==> config.mk <==
export PLATFORM = sky130hd
export DESIGN_NAME = ustx_burst
export DESIGN_NICKNAME = d
export VERILOG_FILES = /design/src/rtl/ustx_pkg.sv /design/src/rtl/ustx_sqwave.sv /design/src/rtl/ustx_burst.sv
export SDC_FILE = /design/constraint.sdc
export NUM_CORES = 1
export LEC_CHECK = 0
export ABC_AREA = 1
export BUFFER_PORTS_ARGS = -buffer_cell sky130_fd_sc_hd__buf_2
export CORE_MARGIN = 2
export CORE_UTILIZATION = 63
export CTS_BUF_LIST = sky130_fd_sc_hd__clkbuf_16
export DETAILED_ROUTE_END_ITERATION = 12
export PLACE_DENSITY_LB_ADDON = 0.1
export SLEW_MARGIN = 20
export SYNTH_ARGS = -nofsm -noshare
export SYNTH_HDL_FRONTEND = slang
export SYNTH_SLANG_ARGS = --single-unit
==> constraint.sdc <==
create_clock -name clock -period 6.25 [get_ports clock]
set_input_delay 0.3125 -clock clock [delete_from_list [all_inputs] [get_ports clock]]
set_output_delay 0.3125 -clock clock [all_outputs]
set_load 0.05 [all_outputs]
==> src/rtl/ustx_pkg.sv <==
// Shared constants for the ultrasonic transmit burst sequencer: FSM state codes,
// phase-to-transducer maps and the default timing parameters.
package ustx_pkg;

  localparam int USTX_HALFPER  = 25;
  localparam int USTX_GUARDLEN = 100;
  localparam int USTX_DEADTIME = 2;

  typedef logic [1:0] state_t;

  localparam state_t ST_IDLE   = 2'd0;
  localparam state_t ST_BURST  = 2'd1;
  localparam state_t ST_GUARD  = 2'd2;
  localparam state_t ST_LISTEN = 2'd3;

  // Index is the phase; phase order is tx2->rx4, tx4->rx2, tx3->rx1, tx1->rx3.
  localparam logic [3:0] TX_MAP [4] = '{4'b0010, 4'b1000, 4'b0100, 4'b0001};
  localparam logic [3:0] RX_MAP [4] = '{4'b1000, 4'b0010, 4'b0001, 4'b0100};

endpackage

==> src/rtl/ustx_sqwave.sv <==
// Square-wave generator for one excitation burst: half-period counter, level toggle,
// period count and optional dead-time gating (enabled by USTX_DEADTIME_EN).
module ustx_sqwave
  import ustx_pkg::*;
#(
  parameter int HALFPER  = USTX_HALFPER,
  parameter int DEADTIME = USTX_DEADTIME
) (
  input  logic       clock,
  input  logic       reset,
  input  logic       start,
  input  logic [4:0] burstlen,
  output logic       level,
  output logic       legp,
  output logic       legn,
  output logic       done
);

  localparam int HCW = ($clog2(HALFPER) > 0) ? $clog2(HALFPER) : 1;

`ifdef USTX_DEADTIME_EN
  localparam int DT_EFF = DEADTIME;
`else
  localparam int DT_EFF = 0 * DEADTIME;
`endif

  logic [HCW-1:0] hc;
  logic [4:0]     pc;
  logic [4:0]     bl_q;
  logic           active;
  logic           hc_wrap;
  logic           dt_ok;

  assign hc_wrap = (hc == HCW'(HALFPER - 1));
  // hc >= DT_EFF, written so a zero dead time does not form a constant compare
  assign dt_ok   = ({1'b0, hc} + (HCW + 1)'(1)) > (HCW + 1)'(DT_EFF);
  assign done    = active & hc_wrap & ~level & (pc == bl_q - 5'd1);
  assign legp    = active & dt_ok & level;
  assign legn    = active & dt_ok & ~level;

  always_ff @(posedge clock or negedge reset) begin
    if (!reset) begin
      hc     <= '0;
      pc     <= '0;
      bl_q   <= 5'd1;
      level  <= 1'b0;
      active <= 1'b0;
    end else if (start) begin
      hc     <= '0;
      pc     <= '0;
      level  <= 1'b1;
      active <= 1'b1;
      bl_q   <= (burstlen == 5'd0) ? 5'd1 : burstlen;
    end else if (active) begin
      if (hc_wrap) begin
        hc    <= '0;
        level <= ~level;
        if (!level) begin
          pc <= pc + 5'd1;
          if (done) active <= 1'b0;
        end
      end else begin
        hc <= hc + HCW'(1);
      end
    end
  end

endmodule

==> src/rtl/ustx_burst.sv <==
// Transmit burst sequencer: walks the four transducer phases through BURST, GUARD and
// LISTEN. Dead-time gating of the drive legs is enabled by defining USTX_DEADTIME_EN.
module ustx_burst
  import ustx_pkg::*;
#(
  parameter int HALFPER  = USTX_HALFPER,
  parameter int GUARDLEN = USTX_GUARDLEN,
  parameter int DEADTIME = USTX_DEADTIME
) (
  input  logic        clock,
  input  logic        reset,
  input  logic        run,
  input  logic [4:0]  burstlen,
  input  logic [11:0] listenlen,
  output logic [3:0]  txp,
  output logic [3:0]  txn,
  output logic [3:0]  rxsel,
  output logic        rxwin,
  output logic [1:0]  phase,
  output logic        seqdone
);

  state_t      state;
  logic [11:0] cnt;
  logic [11:0] ll_q;
  logic        start;
  logic        listen_end;
  logic        legp;
  logic        legn;
  logic        done;
  logic        level_unused;
  logic        in_burst;

  assign listen_end = (state == ST_LISTEN) && (cnt == ll_q - 12'd1);
  assign start      = ((state == ST_IDLE) && run) ||
                      (listen_end && ((phase != 2'd3) || run));

  ustx_sqwave #(
    .HALFPER  (HALFPER),
    .DEADTIME (DEADTIME)
  ) u_sqwave (
    .clock    (clock),
    .reset    (reset),
    .start    (start),
    .burstlen (burstlen),
    .level    (level_unused),
    .legp     (legp),
    .legn     (legn),
    .done     (done)
  );

  // Burst length is latched by the square-wave block on the same start edge.
  always_ff @(posedge clock or negedge reset) begin
    if (!reset) begin
      state   <= ST_IDLE;
      phase   <= 2'd0;
      cnt     <= '0;
      ll_q    <= 12'd1;
      seqdone <= 1'b0;
    end else begin
      seqdone <= 1'b0;
      case (state)
        ST_IDLE: begin
          if (run) state <= ST_BURST;
        end
        ST_BURST: begin
          if (done) begin
            state <= ST_GUARD;
            cnt   <= '0;
          end
        end
        ST_GUARD: begin
          if (cnt == 12'(GUARDLEN - 1)) begin
            state <= ST_LISTEN;
            cnt   <= '0;
          end else begin
            cnt <= cnt + 12'd1;
          end
        end
        ST_LISTEN: begin
          if (listen_end) begin
            cnt <= '0;
            if (phase != 2'd3) begin
              phase <= phase + 2'd1;
              state <= ST_BURST;
            end else begin
              phase   <= 2'd0;
              seqdone <= 1'b1;
              state   <= run ? ST_BURST : ST_IDLE;
            end
          end else begin
            cnt <= cnt + 12'd1;
          end
        end
        default: state <= ST_IDLE;
      endcase
      if (start) ll_q <= (listenlen == 12'd0) ? 12'd1 : listenlen;
    end
  end

  assign in_burst = (state == ST_BURST);
  assign txp      = TX_MAP[phase] & {4{legp & in_burst}};
  assign txn      = TX_MAP[phase] & {4{legn & in_burst}};
  assign rxwin    = (state == ST_LISTEN);
  assign rxsel    = rxwin ? RX_MAP[phase] : 4'b0000;

endmodule
==> results.txt <==
register area share after synthesis = 36.5%
Die Wd = 74.9 µm
synth unique cells = 35
TritonCTS Sinks = 46
Via Count = 2824
max-slew violations = 0
Initial Utilization = 66.1%
Crit. path cell count = 16
filler instances = 413
Initial DRC Count = 135
Avg WL per Cell = 11.5 µm
crit start category = flop
Pre-antenna DRT Iters = 7
GPL Wtd Cong = 0.873
Slew HR = 59.6%
area occupied by multi-input gates = 0.00173 mm²
CTS tree = yes
R2R cell count = 16
IO Pins = 36
Reg2Reg Setup Slack = 3510 ps
Nets = 515
height of the die = 74.9 µm
Worst EP arrival = 2920 ps
Critical Path RT = 6430 ps
total CTS buffers = 5
GR Util All Layers = 25.4%
maximum clock path buffer count = 2
design area = 0.00352 mm²
largest stage delay on the critical path = 570 ps
core area = 0.00479 mm²
WP buf/inv = 3
crit end category = flop
synthesis warning total = 0
# DRC = 0
WHS = 14.5 ps
vias per cell = 5.15
most frequent CP cell = nand2_1
area post-placement = 0.00337 mm²
post-synthesis cell count = 446
die area = 0.00561 mm²
total gr overflow = 0
period utilization = 43.9%
hpwl dp = 4800 µm
CP cell instances = inv_2 -> ha_1 -> nand2_1 -> inv_1 -> nor2_1 -> nand2_1 -> nor2_1 -> nand2_1 -> nor2_1 -> nand3_2 -> nor2_4 -> nand3_4 -> nand2_2 -> inv_2 -> nand2_1 -> nand2_1
reg-to-reg startpoint = ll_q[0]
I/O Buffers = 35
VDD IR max = 252 µV
pwr/cell area = 408 mW/mm²
H-tree level count = 2
delay-heaviest family, CP = simple AND/OR/NAND/NOR gates
worst setup path start = ll_q[0]
Hold Buf Count CTS = 0
WS Path Type = reg2reg
leakage = 1.83 nW
ant diodes = 0
unrepaired setup endpoints after global routing = false
cell area after synthesis = 0.00316 mm²
total negative slack = 0 ps
# Max-Cap Violations = 0
hold crit path type = in2async
Synth Register Bits = 46
worst-path fanout max = 39
minimum clock period = 2740 ps
# rows = 25
Layout Area Growth over Synthesis = 11.2%
Avg Cell Area, Syn = 7.09 µm²
Clock Latency Late Sink = 290 ps
critical path's slowest cell = dfstp_2
initial antenna violation count = 0
first-pass GRT wire length = 11100 µm
Tightest Pin Transition = 603 ps
antenna violation net count after detailed routing = 0
clk slew on worst S/H paths = 70 ps
Final Skew = 5.40 ps
Hold Vio Cnt, Final = 0
fmax = 0.364 GHz
vias in the first global route = 2548
Final setup viols = 0
Tot Pwr = 1.44 mW
layout cells sized above 1 = 13.5%
status = completed
Util after Layout = 73.5%
largest net degree at the start of global routing = 47
Root Driver = clkbuf_16
post-cts gate resize count = 0
area of all sequential standard cells = 0.00115 mm²
final WL = 6310 µm
worst r2r dst = ll_q[10]
Synthesized Nets = 481
crit path to = ll_q[10]
post-CTS setup buffer count = 0
[worst min path at each step]
| stage | start | end | slack (ps) |
|---|---|---|---|
| final | reset | cnt[4] | 10 |
| after global routing | reset | cnt[10] | 70 |
| after CTS | reset | cnt[10] | 230 |
| after detailed placement | u_sqwave.bl_q[4] | u_sqwave.bl_q[4] | 490 |
| after global placement | u_sqwave.bl_q[4] | u_sqwave.bl_q[4] | 490 |
| after floorplan | reset | cnt[0] | 20 |
[cells in the mapped netlist]
library cell	instances	area (µm²)
nand2_1	139	522
nor2_1	63	236
inv_1	51	191
dfrtp_1	44	1100
nand3_1	27	135
o21ai_0	18	90.1
ha_1	15	188
xor2_1	13	114
xnor2_1	11	96.3
nand4_1	10	62.6
inv_2	6	22.5
buf_2	5	25.0
nor3_1	5	25.0
nand3b_1	4	30.0
nor4_1	4	25.0
a21oi_1	3	15.0
buf_6	3	33.8
nor2_2	3	18.8
dfstp_2	2	52.6
nand2_2	2	12.5
nand3_2	2	20.0
nor3b_1	2	15.0
o21ai_1	2	10.0
a31oi_1	1	6.26
and2_4	1	8.76
clkbuf_2	1	5.00
nand3_4	1	17.5
nor2_4	1	11.3
nor2_8	1	20.0
nor3_4	1	16.3
o2111ai_1	1	8.76
o21ai_2	1	8.76
o22ai_1	1	6.26
o31ai_1	1	7.51
or2_1	1	6.26
[area by class of cell]
type | instances | share of cell area (%)
clock inverter | 3 | 0.711
multi-input combinational | 334 | 49.2
clock buffer | 5 | 3.55
timing repair buffer | 36 | 5.26
tap | 67 | 2.38
sequential | 46 | 32.8
inverter | 57 | 6.08
[cell families (layout without fill, tap and decap cells)]
kind of cell / Yosys count / count (layout) / share of synthesized area, %
compound gates: 28 / 28 / 4.82
xor+xnor: 24 / 24 / 6.64
fa+ha+maj: 15 / 15 / 5.93
buf+inv: 66 / 101 / 8.78
flops: 46 / 46 / 36.5
simple gates: 267 / 267 / 37.4
[cells in the final DEF, fill, tap and decap left out, types with 3 or more instances in the layout]
cell,count
a21oi_1,3
buf_2,34
clkbuf_16,5
dfrtp_1,44
ha_1,15
inv_1,51
inv_2,6
nand2_1,139
nand3_1,27
nand3b_1,4
nand4_1,10
nor2_1,63
nor2_2,3
nor3_1,5
nor4_1,4
o21ai_0,18
xnor2_1,11
xor2_1,13
[registers in the layout, summed over array words and instances (netlist names)]
name,cells
cnt,12
ll_q,12
u_sqwave.bl_q,5
u_sqwave.hc,5
u_sqwave.pc,5
phase,2
state,2
seqdone,1
u_sqwave.active,1
u_sqwave.level,1
[worst reg2reg max path: cells and delay by family, from the launching register on]
kind	cells	cell delay [ps]
fa+ha+maj	1	310
buf+inv	3	250
flops	1	570
simple gates	12	1530
[report_power, final]
| group | internal [mW] | switching, mW |
|---|---|---|
| clock network | 0.150 | 0.118 |
| logic | 0.241 | 0.441 |
| registers | 0.388 | 0.0972 |
[metal layers]
layer | wire (µm) | part of all wire (%) | track usage [%]
met2 | 2940 | 47 | 40.9
met5 | 0 | 0 | 0
met3 | 336 | 5.3 | 4.55
met4 | 65 | 1.0 | 7.34
met1 | 2970 | 47 | 35.4
[per-stage QoR]
step                      setup WS, ps  cells
after global placement            3570    540
after global routing              3130    548
after floorplan                   4070    446
final                             3510    548
after detailed placement          3520    540
after CTS                         3500    548
Power figures use the tool's default switching activity.
